File: config.mk
export PLATFORM = sky130hd
export DESIGN_NAME = mixed_wake_scheduler
export DESIGN_NICKNAME = d
export VERILOG_FILES = /design/src/rtl/mixed_wake_scheduler.sv
export SDC_FILE = /design/constraint.sdc
export NUM_CORES = 1
export LEC_CHECK = 0
export ABC_AREA = 1
export CORE_UTILIZATION = 55
export CTS_CLUSTER_DIAMETER = 150
export DETAILED_ROUTE_END_ITERATION = 12
export PLACE_DENSITY = 0.9
export SLEW_MARGIN = 0
export SYNTH_ARGS = -nofsm -noshare
export SYNTH_HDL_FRONTEND = slang
export SYNTH_SLANG_ARGS = --single-unit
File: constraint.sdc
create_clock -name clk -period 1.99 [get_ports clk]
set_input_delay 0.2985 -clock clk [delete_from_list [all_inputs] [get_ports clk]]
set_output_delay 0.2985 -clock clk [all_outputs]
set_load 0.1 [all_outputs]
File: src/rtl/mixed_wake_scheduler.sv
// Round-robin wake scheduler merging event-style and edge-detected
// level triggers into one valid/ready grant stream with timestamps.
module mixed_wake_scheduler #(
  parameter  int NUM_SRC    = 4,
  parameter  int CNT_W      = 32,
  parameter  int WAKE_LIMIT = 2,
  localparam int SW         = $clog2(NUM_SRC)
) (
  input  logic               clk,
  input  logic               rst_n,
  input  logic [NUM_SRC-1:0] src_mode,
  input  logic [NUM_SRC-1:0] src_in,
  output logic               wake_valid,
  input  logic               wake_ready,
  output logic [SW-1:0]      wake_src,
  output logic [CNT_W-1:0]   wake_time,
  output logic [NUM_SRC-1:0] pending,
  output logic               overflow,
  output logic               done,
  output logic [CNT_W-1:0]   cyc
);

  typedef enum logic [1:0] {
    IDLE,
    OFFER,
    DONE
  } state_t;

  state_t             state;
  state_t             state_nxt;
  logic [NUM_SRC-1:0] prev_in;
  logic [NUM_SRC-1:0] trig;
  logic [NUM_SRC-1:0] clr;
  logic [NUM_SRC-1:0] pend_nxt;
  logic [SW-1:0]      rr_ptr;
  logic [SW-1:0]      rr_nxt;
  logic [SW-1:0]      sel;
  logic [SW:0]        idx;
  logic               found;
  logic [CNT_W-1:0]   wake_count;
  logic               hs;
  logic               grant;
  logic               limit_hit;

  assign trig = (src_mode & src_in & ~prev_in)
              | (~src_mode & src_in);

  assign wake_valid = (state == OFFER);
  assign done       = (state == DONE);
  assign hs         = wake_valid & wake_ready;
  assign grant      = (state == IDLE) & (|pending);

  always_comb begin
    clr = '0;
    for (int i = 0; i < NUM_SRC; i++)
      clr[i] = hs && (wake_src == SW'(i));
  end

  // a retrigger landing on its own clear cycle re-arms the bit
  assign pend_nxt = (pending & ~clr) | trig;

  always_comb begin
    sel   = '0;
    found = 1'b0;
    idx   = '0;
    for (int k = 0; k < NUM_SRC; k++) begin
      idx = {1'b0, rr_ptr} + (SW+1)'(k);
      if (idx >= (SW+1)'(NUM_SRC))
        idx = idx - (SW+1)'(NUM_SRC);
      if (!found && pending[idx[SW-1:0]]) begin
        found = 1'b1;
        sel   = idx[SW-1:0];
      end
    end
  end

  assign rr_nxt = (wake_src == SW'(NUM_SRC-1)) ?
                  '0 : wake_src + SW'(1);

  assign limit_hit = (WAKE_LIMIT != 0) &&
    (({1'b0, wake_count} + (CNT_W+1)'(1))
      == (CNT_W+1)'(WAKE_LIMIT));

  always_comb begin
    state_nxt = state;
    unique case (state)
      IDLE:    if (|pending) state_nxt = OFFER;
      OFFER:   if (wake_ready)
                 state_nxt = limit_hit ? DONE : IDLE;
      DONE:    state_nxt = DONE;
      default: state_nxt = IDLE;
    endcase
  end

  always_ff @(posedge clk or negedge rst_n) begin
    if (!rst_n) state <= IDLE;
    else        state <= state_nxt;
  end

  always_ff @(posedge clk or negedge rst_n) begin
    if (!rst_n) begin
      cyc      <= '0;
      prev_in  <= '0;
      pending  <= '0;
      overflow <= 1'b0;
    end else begin
      cyc     <= cyc + CNT_W'(1);
      prev_in <= src_in;
      pending <= pend_nxt;
      if (|(trig & pending & ~clr))
        overflow <= 1'b1;
    end
  end

  always_ff @(posedge clk or negedge rst_n) begin
    if (!rst_n) begin
      wake_src   <= '0;
      wake_time  <= '0;
      rr_ptr     <= '0;
      wake_count <= '0;
    end else begin
      if (grant) begin
        wake_src  <= sel;
        wake_time <= cyc;
      end
      if (hs) begin
        rr_ptr <= rr_nxt;
        if (wake_count != '1)
          wake_count <= wake_count + CNT_W'(1);
      end
    end
  end

endmodule

### Word-level counts from Yosys, hierarchy flattened

Index checks and enable logic that the tools add are counted.

| storage, ports and cells | value |
|---|---|
| word-level logic and storage cells | 90 |
| input port bits | 11 |
| memories kept | 0 |
| latch bits | 0 |
| output and inout port bits | 73 |
| bits in writable memories | 0 |
| bits in registers | 111 |
| ROM bits | 0 |

| operators by class | value |
|---|---|
| div/mod/pow operators | 0 |
| eq/ne operators | 9 |
| shift operators | 0 |
| multiply operators | 0 |
| bitwise operators | 13 |
| $add $sub $neg | 11 |
| reduce and logical (&&, ||, !) cells | 16 |
| $lt $le $gt $ge | 8 |
| muxes and demuxes | 24 |

Operators with widths:

| kind | count |
|---|---|
| adder 32 x 1 -> 32 bit (second input constant) | 2 |
| adder 32 x 1 -> 33 bit (second input constant) | 1 |
| equality test 33 x 2 -> 1 bit (second input constant) | 1 |
| != test 32 bit (second input constant) | 1 |
| AND 4 bit | 6 |
| two-way mux 2 bit | 12 |
| < comparator 2 x 3 -> 1 bit (second input constant) | 4 |
| inverter 4 bit | 3 |
| >= comparator 3 bit (second input constant) | 3 |
| binary-select mux 1 bit (select 2 bit) | 4 |
| bitwise OR 4 bit | 2 |
| OR reduction 4 bit | 2 |
| subtractor 2 x 1 -> 2 bit (second input constant) | 4 |
| logical AND 1 bit | 7 |
| two-way mux 1 bit | 7 |
| adder 2 x 2 -> 3 bit (second input constant) | 2 |
| equality test 2 bit (second input constant) | 3 |
| case mux 2 bit (3 select lines) | 1 |
| equality test 2 x 1 -> 1 bit (second input constant) | 2 |
| logical NOT 2 bit | 2 |
| != test 2 x 1 -> 1 bit (second input constant) | 2 |
| AND reduction 2 bit | 2 |
| adder 2 x 1 -> 3 bit (second input constant) | 1 |
| >= comparator 2 x 3 -> 1 bit (second input constant) | 1 |
| other kinds (3) | 6 |

### Logic depth before layout (Yosys ltp)

Gate-level depths: netlist of the first run.

| logic depth | value |
|---|---|
| depth after elaboration | 14 |
| gate-level depth with buffers | 13 |

### Worst setup path before layout of the first run

OpenSTA, ideal clock, no wires.

| timing | value |
|---|---|
| kind | flip-flop to flip-flop |
| from | register state[1] |
| to | register state[0] |
| path slack | -0.857 ns |
| data arrival time | 2.718 ns |
| stages on the path, launching flop included | 9 |
| required time | 1.861 ns |
| path through | dfrtp_1 > nor2_1 > inv_1 > o22ai_1 > nor2_1 > inv_1 > buf_2 > buf_2 > o21ai_0 |

| between the ends | value |
|---|---|
| word-level cells in the longest chain between the ends | 3 |

Ends and longest elaborated chain:

| element | RTL line | RTL |
|---|---|---|
| start: declaration | 29 | `state_t state;` |
| start signal: assignment | 97 | `else state <= state_nxt;` |
| equality test 2 x 1 -> 1 bit * | n/a |  |
| named net wake_valid | 13 | `output logic wake_valid,` |
| != test 2 x 1 -> 1 bit (no source line) | n/a |  |
| AND reduction 2 bit (no source line) | n/a |  |

The timed path passes the listed nets; every way through them passes the cells marked *.
A chain may end at the register's enable or synchronous reset.

### Worst setup path after layout of the first run

| timing | value |
|---|---|
| from | register cyc[0] |
| to | register cyc[29] |

| between the ends | value |
|---|---|
| word-level cells in the longest chain between the ends | 1 |

Ends and longest elaborated chain:

| element | RTL line | RTL |
|---|---|---|
| start: declaration | 20 | `output logic [CNT_W-1:0] cyc` |
| start signal: assignment | 107 | `cyc <= cyc + CNT_W'(1);` |
| adder 32 x 1 -> 32 bit | 107 |  |

No other way between the ends.

==> impl_metrics.py, run 1 <==
metrics = {
    "run_status": {
        "outcome": "finished with violations",
        "violations": "setup timing",
    },
    "clock_tree": {
        "numCtsBuffers": 9,
        "clk_latency_ns": 0.38,
        "h-tree-depth": 3,
        "clock-sinks": 111,
        "clockBufferDepth": 2,
        "root_buffer": "clkbuf_8",
        "cts_tree": "yes",
        "path_clk_slew_ns": 0.11,
    },
    "placed_design": {
        "dpl.hpwl_mm": 9.85,
        "dp.cells": 965,
        "gp_congestion": 0.934,
        "place.port_buffers": 83,
    },
    "pwr": {
        "ir_drop_v": 0.00132,
        "leakage_nw": 3.40,
        "power.density_nw_per_um2": 1040,
        "power_w": 0.00752,
    },
    "cells_and_area": {
        "fin_nets": 873,
        "area_delta_synth_final_pct": 25.1,
        "final_core_utilization": 0.723,
        "drive_above_1_share": 0.237,
        "stdcell_count": 992,
        "diodes": 0,
    },
    "route": {
        "wl_per_cell_um": 15.2,
        "vias": 5381,
        "drt-vias-per-instance": 5.42,
        "routed_wl_mm": 15.1,
        "drc": 0,
        "postRouteAntennaNets": 0,
        "dr.pass1.iters": 6,
        "drtIter0Drc": 465,
    },
    "sta": {
        "drv_slew": 0,
        "setup_ws_ns": -0.0443,
        "rsz0062_at_grt": "yes",
        "timing.setup.tns_ns": -0.0685,
        "finalCritPeriodShare": 1.02,
        "final-hold-violation-count": 0,
        "min_period_ns": 2.03,
        "fin_skew_ns": 0.0130,
        "finalSetupViolations": 2,
        "max_slew_margin": 0.649,
        "fmax_ghz": 0.492,
        "tightestPinTransition_ns": 0.526,
    },
    "critical_path": {
        "crit_slowest_cell": "dfrtp_4",
        "worstSetupEndpointType": "flop",
        "crit_arrival_ns": 2.30,
        "startpoint_type": "flop",
        "cp_max_fo": 4,
        "critPathMaxStageDelay_ns": 0.47,
        "cp_top_family": "simple AND/OR/NAND/NOR gates",
        "cp.required_ns": 2.26,
        "path_class": "flop to flop",
        "critPathBufInv": 0,
        "path_cells": "nand3_2, nor2_1, nand2_2, nor2_4, nand3_1, nor2_2, nand3_2, nor4_4, nor2_1",
    },
    "global_routing": {
        "grt_start_max_net_pins": 59,
        "grt_overflow_total": 0,
        "antenna_found_initial": 0,
        "grtUsageTotal": 0.264,
        "grt_pass1_wl_mm": 23.0,
        "grt_pass1_vias": 4828,
    },
    "floorplan": {
        "rows": 36,
        "core-area_um2": 9950,
        "die_h_um": 104,
        "die_area_um2": 10900,
        "ios": 84,
        "die_w_um": 104,
        "start_util": 0.578,
    },
    "synthesis": {
        "yosysSeqAreaShare": 0.483,
        "synth_top_family_by_area": "simple AND/OR/NAND/NOR gates",
        "synthArstFlopShare": 1.00,
        "synth_edf_count": 0,
        "ys_types": 30,
        "netlist_area_um2": 5750,
        "synthMuxAreaShare": 0,
        "syn_area_per_cell_um2": 7.67,
        "yosysWarnings": 0,
        "synthAdderAreaFrac": 0.0152,
        "synth_cells": 750,
        "synthSimpleGateAreaFrac": 0.305,
        "synth_compound_area_frac": 0.0733,
        "yosys_most_used_dff": "dfrtp_1",
        "synth_fp_nets": 768,
        "synth_xor_area_frac": 0.0518,
        "ys_ff_latch": 111,
    },
    "min_path": {
        "hp-class": "primary input to flop",
    },
    "job": {
        "max-cap-violations": 0,
    },
}
[cell usage in the layout (no fill, tap or decap), types with 2 or more instances in the layout]
cell	instances
buf_4	90
nand3_1	30
nor2_2	14
ha_1	5
nand4_1	7
buf_12	5
inv_1	89
inv_2	4
nor3_2	2
xor2_1	32
clkdlybuf4s50_1	9
nor2_4	11
dfrtp_2	23
nand3_2	8
nand3b_1	4
nand2_1	248
a21oi_1	4
a31oi_1	4
nand2_2	6
dfrtp_4	4
o22ai_1	5
nor2_1	66
nand2_4	2
clkbuf_8	10
dfrtp_1	84
o21ai_2	10
o21ai_0	47
o21ai_1	11
inv_6	2
nor3_1	6
[power by group]
group / switching [W] / internal (W)
Clock: 0.000803 / 0.000627
Combinational: 0.00226 / 0.000890
Sequential: 0.000361 / 0.00258
[layout make-up]
type | instances | area (um^2)
sequential | 111 | 2820
fill | 670 | 2760
multi-input combinational | 533 | 2740
timing repair buffer | 107 | 912
inverter | 93 | 349
tap | 133 | 166
clock buffer | 10 | 138
clock inverter | 5 | 63.8
[path summary, 6_finish.rpt]
path,from,to,slack [ns],depth (start not counted)
max,cyc[0]$_DFF_PN0_,cyc[29]$_DFF_PN0_,-0.04,9
min,src_in[2],prev_in[2]$_DFF_PN0_,0.38,1
max reg2reg,cyc[0]$_DFF_PN0_,cyc[29]$_DFF_PN0_,-0.04,9
min reg2reg,wake_time[20]$_DFFE_PN0P_,wake_time[20]$_DFFE_PN0P_,0.50,2
max in group asynchronous,rst_n,cyc[9]$_DFF_PN0_,0.88,3
min in group asynchronous,rst_n,wake_count[14]$_DFFE_PN0P_,0.42,2
[registers in the layout (all words and copies together) (netlist names)]
name        count
pending         4
wake_src        2
wake_count     32
prev_in         4
cyc            32
state           2
overflow        1
wake_time      32
rr_ptr          2
[cell usage after synthesis (all sizes together), types with 5 or more instances]
master / n / share of area
nor3: 8 / 0.0078
buf: 8 / 0.0080
nand3: 39 / 0.037
nand4: 7 / 0.0076
ha: 7 / 0.015
o22ai: 5 / 0.0054
inv: 93 / 0.061
xor2: 32 / 0.049
nor2: 91 / 0.070
nand2: 256 / 0.17
o21ai: 68 / 0.059
dfrtp: 111 / 0.48
a21oi: 5 / 0.0043
clkbuf: 5 / 0.0033
[layer usage]
layer | vias up | part of all wire | global-route usage
met3 | 40 | 0.074 | 0.0645
met2 | 242 | 0.49 | 0.428
met4 | 0 | 0.024 | 0.0704
met5 | - | 0 | 0
met1 | 2549 | 0.42 | 0.354
li1 | 2550 | - | -
[through the flow]
step	setup slack (ns)	cell area [um^2]	hold slack (ns)
after floorplan	-0.0735	5830	0.00291
after global placement	0.102	6730	0.305
after detailed placement	0.0446	6730	0.304
after CTS	0.0283	6940	0.374
after global routing	-0.149	7190	0.379
final	-0.0443	7190	0.377
[logic make-up after synthesis]
| kind of cell | count (synthesis) |
|---|---|
| flip-flops | 111 |
| AND/OR/NAND/NOR | 410 |
| AO/OA/AOI/OAI | 82 |
| adder cells (fa/ha/maj) | 7 |
| XOR/XNOR | 34 |
| buffers and inverters | 106 |
[what timing repair did]
| action | CTS | global route |
|---|---|---|
| gates resized for setup | 0 | 42 |
| buffers inserted | 0 | 10 |
| hold buffers | 1 | 0 |
| endpoints found under the hold margin | 35 | 0 |
| endpoints found under the setup margin | 0 | 22 |
Note: power is estimated with default switching activity, not from simulation.
==> inputs of run 2 (changes only) <==
--- a/config.mk
+++ b/config.mk
@@ -8,6 +8,7 @@
 export ABC_AREA = 1
 export CORE_UTILIZATION = 55
 export CTS_CLUSTER_DIAMETER = 150
+export CTS_CLUSTER_SIZE = 14
 export DETAILED_ROUTE_END_ITERATION = 12
 export PLACE_DENSITY = 0.9
 export SLEW_MARGIN = 0
==> results of run 2 <==
Final layout, timing and power as in run 1 (identical DEF).
==> inputs of run 3 (changes only) <==
--- a/config.mk
+++ b/config.mk
@@ -6,11 +6,13 @@
 export NUM_CORES = 1
 export LEC_CHECK = 0
 export ABC_AREA = 1
+export CAP_MARGIN = 0
 export CORE_UTILIZATION = 55
 export CTS_CLUSTER_DIAMETER = 150
 export CTS_CLUSTER_SIZE = 14
 export DETAILED_ROUTE_END_ITERATION = 12
 export PLACE_DENSITY = 0.9
+export SETUP_SLACK_MARGIN = 0.2
 export SLEW_MARGIN = 0
 export SYNTH_ARGS = -nofsm -noshare
 export SYNTH_HDL_FRONTEND = slang
==> run 3 against run 2 <==
The run still ends with setup timing left. First-iteration DRC count up 88%. Highest routed layer unchanged. Via count up 21%. Cell count is 3.3% higher. Sequential cell count unchanged. Clock power is 7% higher. Register-to-register slack worse by 0.40 ns. Worst setup slack worse by 0.40 ns.
==> impl_metrics.py, run 3 (same netlist as run 1, synthesis figures left out) <==
metrics = {
    "run_status": {
        "outcome": "finished with violations",
        "violations": "setup timing",
    },
    "min_path": {
        "hold_path_end": "prev_in[1]$_DFF_PN0_",
        "hp-class": "primary input to flop",
        "holdPathStages": 1,
        "min-delay-start": "src_in[1]",
    },
    "sta": {
        "tightestPinTransition_ns": 0.630,
        "rsz0062_at_grt": "yes",
        "setup_ws_ns": -0.448,
        "finalSetupViolations": 33,
        "finalCritPeriodShare": 1.23,
        "drv_slew": 0,
        "holdWs_ns": 0.349,
        "fmax_ghz": 0.410,
        "min_period_ns": 2.44,
        "fin_skew_ns": 0.0139,
        "final-hold-violation-count": 0,
        "max_slew_margin": 0.577,
    },
    "cells_and_area": {
        "fillers": 482,
        "drive_above_1_share": 0.323,
        "final_common_cell": "nand2_1",
        "design_area_um2": 7920,
        "area_delta_synth_final_pct": 37.7,
        "largestRegisters": "cyc x32, wake_count x32, wake_time x32",
        "fin_nets": 905,
        "final_cell_mix": "233 x nand2_1, 110 x buf_4, 83 x inv_1",
        "stdcell_count": 1025,
        "diodes": 0,
    },
    "clock_tree": {
        "h-tree-depth": 3,
        "clock-sinks": 111,
        "clockBufferDepth": 2,
        "clk_latency_ns": 0.41,
        "path_clk_slew_ns": 0.12,
        "root_buffer": "clkbuf_8",
        "cts_tree": "yes",
        "numCtsBuffers": 9,
    },
    "floorplan": {
        "start_util": 0.578,
        "core-area_um2": 9950,
        "rows": 36,
        "ios": 84,
        "die_w_um": 104,
        "die_h_um": 104,
        "die_area_um2": 10900,
    },
    "route": {
        "postRouteAntennaNets": 0,
        "routed_wl_mm": 22.2,
        "dr.pass1.iters": 6,
        "wl_per_cell_um": 21.7,
        "drt-vias-per-instance": 6.34,
        "vias": 6502,
        "drc": 0,
        "drtIter0Drc": 872,
    },
    "critical_path": {
        "cp.required_ns": 2.32,
        "r2r_start": "wake_count[19]$_DFFE_PN0P_",
        "startpoint_type": "flop",
        "r2r-end": "state[1]$_DFFE_PN0P_",
        "rrSetupSlack_ns": -0.45,
        "cp_max_fo": 5,
        "reg2regPathDepth": 12,
        "worstSetupEndpointType": "flop",
        "path_class": "flop to flop",
        "crit_arrival_ns": 2.76,
    },
    "global_routing": {
        "grt_pass1_vias": 5467,
        "grt_pass1_wl_mm": 25.4,
        "grt_start_max_net_pins": 60,
        "grt_overflow_total": 0,
        "grtUsageTotal": 0.291,
        "antenna_found_initial": 0,
    },
    "placed_design": {
        "placed_cell_area_um2": 6750,
        "dp.cells": 961,
        "gp_congestion": 0.895,
        "dpl.hpwl_mm": 10.4,
        "post-place-ws_ns": -0.0918,
        "place.port_buffers": 83,
    },
    "pwr": {
        "leakage_nw": 3.69,
        "ir_drop_v": 0.00147,
        "power.density_nw_per_um2": 1080,
    },
    "job": {
        "max-cap-violations": 0,
    },
}
run 3: stage by stage:
step | setup TNS [ns] | util | power [W]
6_report | -3.37 | 0.796 | 0.00859
5_1_grt | -10.25 | 0.796 | 0.00885
4_1_cts | 0 | 0.721 | 0.00739
3_5_place_dp | -0.893 | 0.678 | 0.00587
3_3_place_gp | 0 | 0.678 | 0.00570
2_1_floorplan | -0.0895 | - | 0.00519
run 3: worst max-delay path by stage:
stage | to | start | cells past startpoint
6_report | state[1]$_DFFE_PN0P_ | wake_count[19]$_DFFE_PN0P_ | 12
5_1_grt | state[1]$_DFFE_PN0P_ | wake_count[12]$_DFFE_PN0P_ | 12
4_1_cts | state[1]$_DFFE_PN0P_ | wake_count[0]$_DFFE_PN0P_ | 11
3_5_place_dp | state[1]$_DFFE_PN0P_ | wake_count[0]$_DFFE_PN0P_ | 13
3_3_place_gp | state[0]$_DFFE_PN0P_ | wake_ready | 5
2_1_floorplan | cyc[30]$_DFF_PN0_ | cyc[1]$_DFF_PN0_ | 11
run 3: routing by layer:
metal / vias to the layer above / GRT usage / wire, um
li1: 2608 / - / -
met3: 210 / 0.0576 / 2740
met1: 3015 / 0.372 / 7520
met2: 669 / 0.478 / 10100
met4: 0 / 0.135 / 1860
met5: - / 0 / 0
run 3: critical path: stages (launching register included):
cell and delay (ns):
dfrtp_1 0.48, nand2_1 0.12, nor2_1 0.32, nand2_1 0.19, nor2_1 0.27, nand2_1 0.12, nand2_1 0.08, nand2_1 0.08
nor2_1 0.16, nand2_1 0.11, nor2_1 0.14, nand3_1 0.13, a21oi_1 0.18
run 3: power by group:
part           leakage (nW)  internal (W)  switching (W)  total (W)
Clock                 0.110      0.000639       0.000896    0.00153
Combinational          2.17       0.00120        0.00283    0.00403
Sequential             1.41       0.00258       0.000446    0.00303
run 3: cell type report:
class,count,area (um^2),share of cell area
inverter,93,407,0.0513
clock inverter,6,72.6,0.00916
clock buffer,10,138,0.0174
tap,133,166,0.0210
timing repair buffer,138,1230,0.155
multi-input combinational,533,3050,0.385
timing repair inverter,1,20.0,0.00253
sequential,111,2850,0.359
run 3: timing repair:
| item | in CTS | in global routing |
|---|---|---|
| hold buffers | 1 | 0 |
| resized for setup | 24 | 117 |
| buffers inserted | 14 | 29 |
| gates cloned | 0 | 4 |
| hold endpoints to repair | 37 | 0 |
| pin swaps | 10 | 47 |
| setup endpoints to repair | 77 | 80 |
==> RTL edit, RTL diff (config.mk and constraints of run 3) <==
`CNT_W`: 32 -> 16.
--- a/src/rtl/mixed_wake_scheduler.sv
+++ b/src/rtl/mixed_wake_scheduler.sv
@@ -2,7 +2,7 @@
 // level triggers into one valid/ready grant stream with timestamps.
 module mixed_wake_scheduler #(
   parameter  int NUM_SRC    = 4,
-  parameter  int CNT_W      = 32,
+  parameter  int CNT_W      = 16,
   parameter  int WAKE_LIMIT = 2,
   localparam int SW         = $clog2(NUM_SRC)
 ) (
Interface: changed (resized cyc and wake_time); port bits go from 84 to 52. No check against the original RTL was run, so the function may have changed too.
==> RTL edit against run 3 <==
  * Setup slack better by 0.75 ns
  * Total power is 38% lower
  * Wire length is 69% lower
  * Sequential cell count is 48 lower
  * Hold slack better by 0.082 ns
  * Area after synthesis is 45% lower
  * Non-clock buffer count is 79 lower
  * Design area is 49% lower
  * Critical path type unchanged
  * Largest cell class is now flip-flops and latches
  * Largest power group unchanged
==> RTL edit: results (changes against run 3) <==
Final layout
• 535 — Non-Filler Instances, -48%
• 54 — non-clock inverter count, -43%
• 0.1285 — area share of buffers outside the clock network, -0.02630
• 476 — number of nets in the layout, -47%
• 0.001597 mm² — sequential standard cell area, -44%
• 63 — total number of sequential cells, -43%

Placement
• 0.8747 — final weighted congestion in routability-driven placement, -2.3%
• 514 — placed cells, -47%
• 0.2405 ns — worst-case setup slack after placement, +0.3323 ns
• 4875 µm — Final HPWL DP, -53%
• 0.003725 mm² — area after detailed placement, -45%
• 51 — Buffers on Ports, -39%

Global routing
• 0.05176 — GR met3 Demand/Resource, -0.005879
• 11700 µm — global-route wire length before repair, -54%
• 0.2977 — Global Route met1 Usage, -0.07460
• 0.4221 — met2 GRT Util, -0.05612
• 2736 — via count of the first global-routing pass, -50%

Power
• 1.113 mV — largest voltage drop on the vdd net, -24%
• 1.918 nW — leakage, -48%

Drt
• 320 µm — total met3 wirelength after detailed routing, -88%
• 2756 — vias after detailed routing, -58%
• 3091 µm — WL met1, -59%
• 192 — Iteration-0 DRC Markers, -78%

CTS
• 0 — buffers inserted during post-CTS setup optimization, -14
• 0.34 ns — insertion delay to the later sink of the worst-skew pair, -0.07 ns
• 0 — total of cells resized after clock tree synthesis, -100%

Synth
• 8.048 µm² — mean area per synthesized cell, +4.9%
• 0.04153 — post-synthesis share of cell area spent on xor and xnor gates, -0.01024
• 411 — nets in the synthesized netlist, -46%
• 0.02769 — Post-Synth Adder-Cell Area, +0.01246

Die
• 77.84 µm — Die Width, -25%

Worst setup path
• 0.44 ns — delay of the slowest cell on the worst path, -0.04 ns

Run status
• complete, no violations — outcome

STA
• 0.3828 ns — actual slew at the worst max-slew pin, -0.2476 ns

RTL edit: cell count changes after synthesis, sizes merged, moves of 4 or more:
cell / before / now
nor2: 91 / 35
nand2: 256 / 126
nand3b: 4 / 0
clkbuf: 5 / 1
inv: 93 / 52
o21ai: 68 / 38
dfrtp: 111 / 63
nand3: 39 / 23
o22ai: 5 / 1
xor2: 32 / 15
RTL edit: final timing paths:
| check | startpoint | to | slack [ns] | depth (start not counted) |
|---|---|---|---|---|
| worst max register to register | wake_count[1] | wake_count[11] | 0.30 | 8 |
| min in group asynchronous | rst_n | wake_count[5] | 0.50 | 3 |
| worst max-delay path | wake_count[1] | wake_count[11] | 0.30 | 8 |
| worst min register to register | cyc[0] | cyc[0] | 0.48 | 1 |
| worst min-delay path | src_in[1] | prev_in[1] | 0.43 | 1 |
| max in group asynchronous | rst_n | cyc[1] | 1.19 | 3 |
RTL edit: power breakdown:
group,total (mW),switching (mW),internal (mW)
clock network,1.08,0.502,0.573
registers,1.83,0.307,1.53
logic,2.40,1.74,0.662
